--- src/rtl/cp_frame_pkg.sv ---
// Shared types and helpers for the receive-side cyclic-prefix frame sequencer.
package cp_frame_pkg;

  typedef enum logic [1:0] {
    StIdle,
    StRun,
    StDrain
  } state_e;

  typedef logic [1:0] cp_mode_t;

  localparam int unsigned NFFT_DEFAULT = 2048;
  // Longest symbol (mode 0) for the default FFT size.
  localparam int unsigned SYMLEN_MAX = NFFT_DEFAULT + (NFFT_DEFAULT >> 2);

  // CP length for an 802.22 mode: NFFT/4, /8, /16, /32.
  function automatic int unsigned lcp_of(cp_mode_t mode, int unsigned nfft);
    return nfft >> (32'd2 + 32'(mode));
  endfunction

endpackage

--- src/rtl/cp_frame_ctrl_cp_sym_counter.sv ---
// Sample/symbol position counters for one frame, with boundary and end-of-frame decode.
module cp_sym_counter #(
  parameter int unsigned CW     = 12,
  parameter int unsigned NSYM_W = 8
) (
  input  logic              clk,
  input  logic              rst,
  input  logic              inc,
  input  logic              clr,
  input  logic [CW-1:0]     symlen,
  input  logic [NSYM_W-1:0] nsym,
  output logic [NSYM_W-1:0] sym_cnt,
  output logic              sos,
  output logic              eos,
  output logic              last
);

  logic [CW-1:0]     samp_q;
  logic [NSYM_W-1:0] sym_q;

  assign sos     = (samp_q == '0);
  assign eos     = (samp_q == symlen - CW'(1));
  assign last    = eos && (sym_q == nsym - NSYM_W'(1));
  assign sym_cnt = sym_q;

  always_ff @(posedge clk or posedge rst) begin
    if (rst) begin
      samp_q <= '0;
      sym_q  <= '0;
    end else if (clr) begin
      samp_q <= '0;
      sym_q  <= '0;
    end else if (inc) begin
      if (eos) begin
        samp_q <= '0;
        sym_q  <= sym_q + NSYM_W'(1);
      end else begin
        samp_q <= samp_q + CW'(1);
      end
    end
  end

endmodule

--- src/rtl/cp_frame_ctrl.sv ---
// Frame sequencer ahead of CP removal: forwards NSYM*(NFFT+LCP) tagged samples per frame start.
module cp_frame_ctrl
  import cp_frame_pkg::*;
#(
  parameter int unsigned NFFT   = NFFT_DEFAULT,
  parameter int unsigned DW     = 32,
  parameter int unsigned NSYM_W = 8
) (
  input  logic                    CLK_I,
  input  logic                    RST_I,
  input  logic [DW-1:0]           DAT_I,
  input  logic                    CYC_I,
  input  logic                    STB_I,
  input  logic                    WE_I,
  output logic                    ACK_O,
  output logic [DW-1:0]           DAT_O,
  output logic                    CYC_O,
  output logic                    STB_O,
  output logic                    WE_O,
  input  logic                    ACK_I,
  input  logic                    FRM_START_I,
  input  logic [1:0]              CP_MODE_I,
  input  logic [NSYM_W-1:0]       NSYM_I,
  output logic [$clog2(NFFT)-1:0] LCP_O,
  output logic                    SOS_O,
  output logic                    EOS_O,
  output logic [NSYM_W-1:0]       SYM_IDX_O,
  output logic                    DONE_O,
  output logic                    ERR_O
);

  localparam int unsigned LW = $clog2(NFFT);
  localparam int unsigned CW = LW + 1;

  state_e state_q, state_d;

  logic [LW-1:0]     lcp_q;
  logic [CW-1:0]     symlen_q;
  logic [NSYM_W-1:0] nsym_q;
  logic [DW-1:0]     dat_q;
  logic              stb_q, sos_q, eos_q, done_q, err_q;
  logic [NSYM_W-1:0] sym_idx_q;

  logic [LW-1:0]     lcp_new;
  logic              accept, start_ok, abort, done_d, err_d;
  logic [NSYM_W-1:0] sym_cnt;
  logic              cnt_sos, cnt_eos, cnt_last;

  assign lcp_new = LW'(lcp_of(CP_MODE_I, NFFT));

  cp_sym_counter #(
    .CW     (CW),
    .NSYM_W (NSYM_W)
  ) u_cnt (
    .clk     (CLK_I),
    .rst     (RST_I),
    .inc     (accept),
    .clr     (start_ok),
    .symlen  (symlen_q),
    .nsym    (nsym_q),
    .sym_cnt (sym_cnt),
    .sos     (cnt_sos),
    .eos     (cnt_eos),
    .last    (cnt_last)
  );

  always_comb begin
    state_d  = state_q;
    accept   = 1'b0;
    start_ok = 1'b0;
    abort    = 1'b0;
    done_d   = 1'b0;
    err_d    = 1'b0;
    unique case (state_q)
      StIdle: begin
        if (FRM_START_I) begin
          if (NSYM_I != '0) begin
            start_ok = 1'b1;
            state_d  = StRun;
          end else begin
            err_d = 1'b1;
          end
        end
      end
      StRun: begin
        if (!CYC_I) begin
          abort   = 1'b1;
          err_d   = 1'b1;
          state_d = StIdle;
        end else begin
          accept = STB_I & WE_I & (~stb_q | ACK_I);
          if (accept && cnt_last) state_d = StDrain;
        end
        if (FRM_START_I) err_d = 1'b1;
      end
      StDrain: begin
        // Completion wins over a coincident overrun start.
        if (stb_q && ACK_I) begin
          done_d  = 1'b1;
          state_d = StIdle;
        end else if (FRM_START_I) begin
          err_d = 1'b1;
        end
      end
      default: state_d = StIdle;
    endcase
  end

  always_ff @(posedge CLK_I or posedge RST_I) begin
    if (RST_I) state_q <= StIdle;
    else       state_q <= state_d;
  end

  always_ff @(posedge CLK_I or posedge RST_I) begin
    if (RST_I) begin
      lcp_q     <= '0;
      symlen_q  <= '0;
      nsym_q    <= '0;
      dat_q     <= '0;
      stb_q     <= 1'b0;
      sos_q     <= 1'b0;
      eos_q     <= 1'b0;
      sym_idx_q <= '0;
      done_q    <= 1'b0;
      err_q     <= 1'b0;
    end else begin
      done_q <= done_d;
      err_q  <= err_d;
      if (start_ok) begin
        lcp_q    <= lcp_new;
        symlen_q <= CW'(NFFT) + CW'(lcp_new);
        nsym_q   <= NSYM_I;
      end
      if (abort) begin
        stb_q <= 1'b0;
        sos_q <= 1'b0;
        eos_q <= 1'b0;
      end else if (accept) begin
        dat_q     <= DAT_I;
        stb_q     <= 1'b1;
        sos_q     <= cnt_sos;
        eos_q     <= cnt_eos;
        sym_idx_q <= sym_cnt;
      end else if (stb_q && ACK_I) begin
        stb_q <= 1'b0;
        sos_q <= 1'b0;
        eos_q <= 1'b0;
      end
    end
  end

  assign ACK_O     = accept;
  assign DAT_O     = dat_q;
  assign CYC_O     = (state_q != StIdle);
  assign STB_O     = stb_q;
  assign WE_O      = stb_q;
  assign LCP_O     = lcp_q;
  assign SOS_O     = sos_q;
  assign EOS_O     = eos_q;
  assign SYM_IDX_O = sym_idx_q;
  assign DONE_O    = done_q;
  assign ERR_O     = err_q;

endmodule

--- config.mk ---
export PLATFORM = sky130hd
export DESIGN_NAME = cp_frame_ctrl
export DESIGN_NICKNAME = d
export VERILOG_FILES = /design/src/rtl/cp_frame_pkg.sv /design/src/rtl/cp_frame_ctrl_cp_sym_counter.sv /design/src/rtl/cp_frame_ctrl.sv
export SDC_FILE = /design/constraint.sdc
export NUM_CORES = 1
export LEC_CHECK = 0
export BUFFER_PORTS_ARGS = -buffer_cell sky130_fd_sc_hd__buf_2
export CAP_MARGIN = 20
export CORE_ASPECT_RATIO = 2
export CORE_MARGIN = 4
export CORE_UTILIZATION = 57
export DETAILED_ROUTE_END_ITERATION = 6
export HOLD_SLACK_MARGIN = 0.12
export MAX_ROUTING_LAYER = met4
export PLACE_DENSITY = 0.86
export SYNTH_ARGS = -nofsm -noshare
export SYNTH_HDL_FRONTEND = slang
export SYNTH_SLANG_ARGS = --single-unit
--- constraint.sdc ---
create_clock -name CLK_I -period 4.21 [get_ports CLK_I]
set_input_delay 0.421 -clock CLK_I [delete_from_list [all_inputs] [get_ports CLK_I]]
set_output_delay 0.421 -clock CLK_I [all_outputs]
set_load 0.02 [all_outputs]
==> results.txt <==
- The run finished with clean final reports.
- By area the synthesized netlist is led by dfrtp_1, nand2_1, xnor2_1.
- After detailed routing, the total wire length is 9.647 mm.
- In this run, the combinational gates consume 24.6% of the power.
- Total number of clock tree sinks: 80
* Minimum period implied by the final worst setup slack: 2848 ps
- TritonCTS built the clock tree.
- Post-layout nets: 595
- Post-detailed-route DRC marker count: 0
- The internal power of the cells totals 1577 uW.
- Tightest Pin Transition: 1058 ps
- The clock arrives with 3.783 ps of skew.
* Clock latency reported for the late side of the worst-skew pair: 330 ps
- Of the cells placed in the final design, the portion with a size suffix greater than 1 is 23.26%.
- Setup repair after global routing left no endpoint under its margin.
- Number of nets with antenna violations after detailed routing: 0
- In this run the cell area measured after placement is 4477 um2.
- The die covers 8477 um2.
* Path category of the worst min-delay check: input pin to flop
- Start-to-end type of the worst setup path: flop to output port
- Violation count after the first detailed-routing iteration: 200
- Post-route standard cell area excluding fillers: 4776 um2
* Most instantiated flip-flop cell in the synthesis netlist: dfrtp_1
- The count of pins over their slew limit came to 0.
* Leakage: 0.002512 uW
- The die is 67.14 um wide.
- CTS Hold Bufs: 0
* Sw Ratio: 33.01%
* WL met2: 5.138 mm
- Clock slew at reported path FFs: 60 ps
- Number of failing setup endpoints in the final timing report: 0
- The synthesized design devotes to its leading area cell type 50.22% of total area.
- Placed cell count: 618
* Maximum frequency from static timing analysis: 351.1 MHz
- Port Buffer Count: 100
- DPL Wire Length: 6.673 mm
* Detailed-route wire length per cell: 15.22 um
* Syn avg cell area: 8.780 um2
- Maximum number of pins on one net before global-route repair: 47
- STA classifies the critical path startpoint as a flop.
* Uppermost layer routed: met4
* Vertical die dimension: 126.3 um
- Hold Worst Slack: 274.2 ps
- Clock buffer depth: 2
- The final critical path takes up 67.65% of the cycle.
- Max FO, Critical Path: 25
* Post-Synthesis Cells: 454
- Metal3 WL: 571 um
- Relative to the synthesized area, the layout overhead comes to 19.81%.
* Final setup TNS: 0 ps
- Antenna violations before repair: 0
- Warnings, synthesis: 0
- All-Layer GR Usage: 25.07%
- Post-synth top area cell: dfrtp_1
* Dominant cell by count in the synthesized netlist: nand2_1
- The detailed router put a total of 3.694 mm of wire on met1.
- Largest vdd supply drop: 0.0003434 V
* Number of register bits inferred by synthesis: 80
- Vias in the first global route: 3,427
- Placement Rows: 42
- Number of synthesized flops with an enable pin: 0
- Of the total power, registers draw 42.4%.
* Worst relative slew slack: 29.46%
* Cell at the root of the clock tree: clkbuf_16
- Number of buffers created by CTS: 9
- ANT cells: 0
* Starting Density: 59.26%
- Count of pins on the block boundary: 108
* Total net switching power: 776.9 uW
- MaxCap Viol Count: 0
- STA classifies the critical path endpoint as an output port.
- Dividing the detail-routed via count by the number of cells gives 5.593.
- Clock share of power: 33.0%
- Setup repair bufs after CTS: 0
- Quantity of gates resized following cts: 0
- Fraction of the yosys area taken by sequential cells: 50.22%
* Count of TritonRoute iterations in the first routing pass: 4
- Via count: 3,546
* Syn Std Cell Area: 3986 um2
* Ranking of synthesized cells by instance count: nand2_1, dfrtp_1, clkbuf_1
- For this run the aggregate overflow at the end of global routing stands at 0.
- Data on the critical path arrives at its endpoint at 2430 ps.
- Crit path required time: 3790 ps
* Count of placed standard cells in the final layout, fillers left out: 634
- Count of fill cells added during filler insertion: 519
- Share of flip-flops with an asynchronous set or reset after synthesis: 100.0%
- Yosys cell types: 53
- Hold Vio Cnt, Final: 0
* Core Area: 6726 um2
- Power per cell area: 492.8 nW/um2
* Htree depth: 3
- Global-route wire length before repair: 15.97 mm
* RePlAce Congestion: 0.9195
==> placed cells by master, fill, tap and decap left out, types with 2 or more instances in the layout <==
cell / synthesis / layout
a21oi_1: 17 / 17
a31o_2: 2 / 2
a31oi_1: 4 / 4
and2_1: 5 / 5
and3_1: 5 / 5
and4_4: 2 / 2
buf_2: 1 / 100
buf_4: 12 / 3
clkbuf_16: 0 / 9
clkinv_2: 0 / 2
conb_1: 1 / 7
dfrtp_1: 80 / 80
ha_1: 5 / 5
inv_1: 12 / 11
mux2i_1: 2 / 2
nand2_1: 159 / 159
nand2b_1: 4 / 4
nand3_1: 14 / 13
nand3b_1: 4 / 4
nand4_1: 6 / 6
nor2_1: 9 / 9
nor2b_1: 4 / 4
nor3_1: 7 / 7
nor3b_1: 2 / 2
nor4_1: 6 / 6
o211ai_1: 3 / 3
o21ai_0: 11 / 11
o21bai_1: 2 / 2
o31ai_1: 5 / 5
or3_1: 2 / 2
or4_1: 8 / 8
xnor2_1: 11 / 11
xor2_1: 9 / 9
==> kinds of logic after synthesis <==
kind of cell / Yosys count / synth area share (%)
fa+ha+maj: 5 / 1.569
mux: 2 / 0.5022
buf+inv: 45 / 5.398
flops: 80 / 50.22
other cells: 1 / 0.09407
simple gates: 242 / 27.68
compound gates: 59 / 10.14
xor+xnor: 20 / 4.394
==> cell type report <==
class	instances	area, um2	area share [%]
multi-input combinational	335	1797	37.62
inverter	12	45.04	0.9431
clock buffer	11	242.7	5.083
tap	88	110.1	2.305
clock inverter	5	56.30	1.179
sequential	80	2002	41.92
timing repair buffer	103	523.0	10.95
==> routing by layer <==
layer / track usage [%] / vias to the layer above
li1: - / 1680
met1: 29.50 / 1696
met2: 40.43 / 145
met3: 4.456 / 25
met4: 12.20 / 0
met5: - / -
==> critical path, stage by stage (launching register included) <==
cell	delay (ps)
dfrtp_1	430
and3b_1	300
nand3_2	380
inv_1	690
buf_2	290
==> state kept, by name (all words and copies together), names as in the netlist <==
signal,count
u_cnt.samp_q,12
state_q,2
SOS_O,1
SYM_IDX_O,8
DAT_O,32
symlen_q,1
STB_O,1
EOS_O,1
nsym_q,8
DONE_O,1
ERR_O,1
u_cnt.sym_cnt,8
LCP_O,4
==> worst paths after layout <==
path | slack, ps | cells past startpoint | startpoint | endpoint
min in group asynchronous | 290 | 2 | RST_I | DAT_O[25]
max reg2reg | 1640 | 6 | state_q[1] | u_cnt.samp_q[8]
min | 270 | 3 | DAT_I[24] | DAT_O[24]
max in group asynchronous | 2930 | 3 | RST_I | u_cnt.sym_cnt[0]
max | 1360 | 4 | state_q[1] | ACK_O
min reg2reg | 470 | 2 | SYM_IDX_O[6] | SYM_IDX_O[6]
==> metrics by stage <==
stage	utilization, %	total power [uW]	setup slack (ps)
after floorplan	-	1395	1737
after global placement	66.56	1565	1728
after detailed placement	66.56	1582	1657
after CTS	71.00	2362	1389
after global routing	71.00	2472	1219
final	71.00	2354	1362
==> power by group through the flow <==
| stage | combinational, uW | clock (uW) | sequential, uW |
|---|---|---|---|
| global placement | 562 | 0 | 1000 |
| finish | 578 | 776 | 999 |
| global route | 636 | 819 | 1020 |
| CTS | 584 | 782 | 997 |
| floorplan | 290 | 0 | 1110 |
| detailed placement | 580 | 0 | 1000 |
Note: power is estimated with default switching activity, not from simulation.
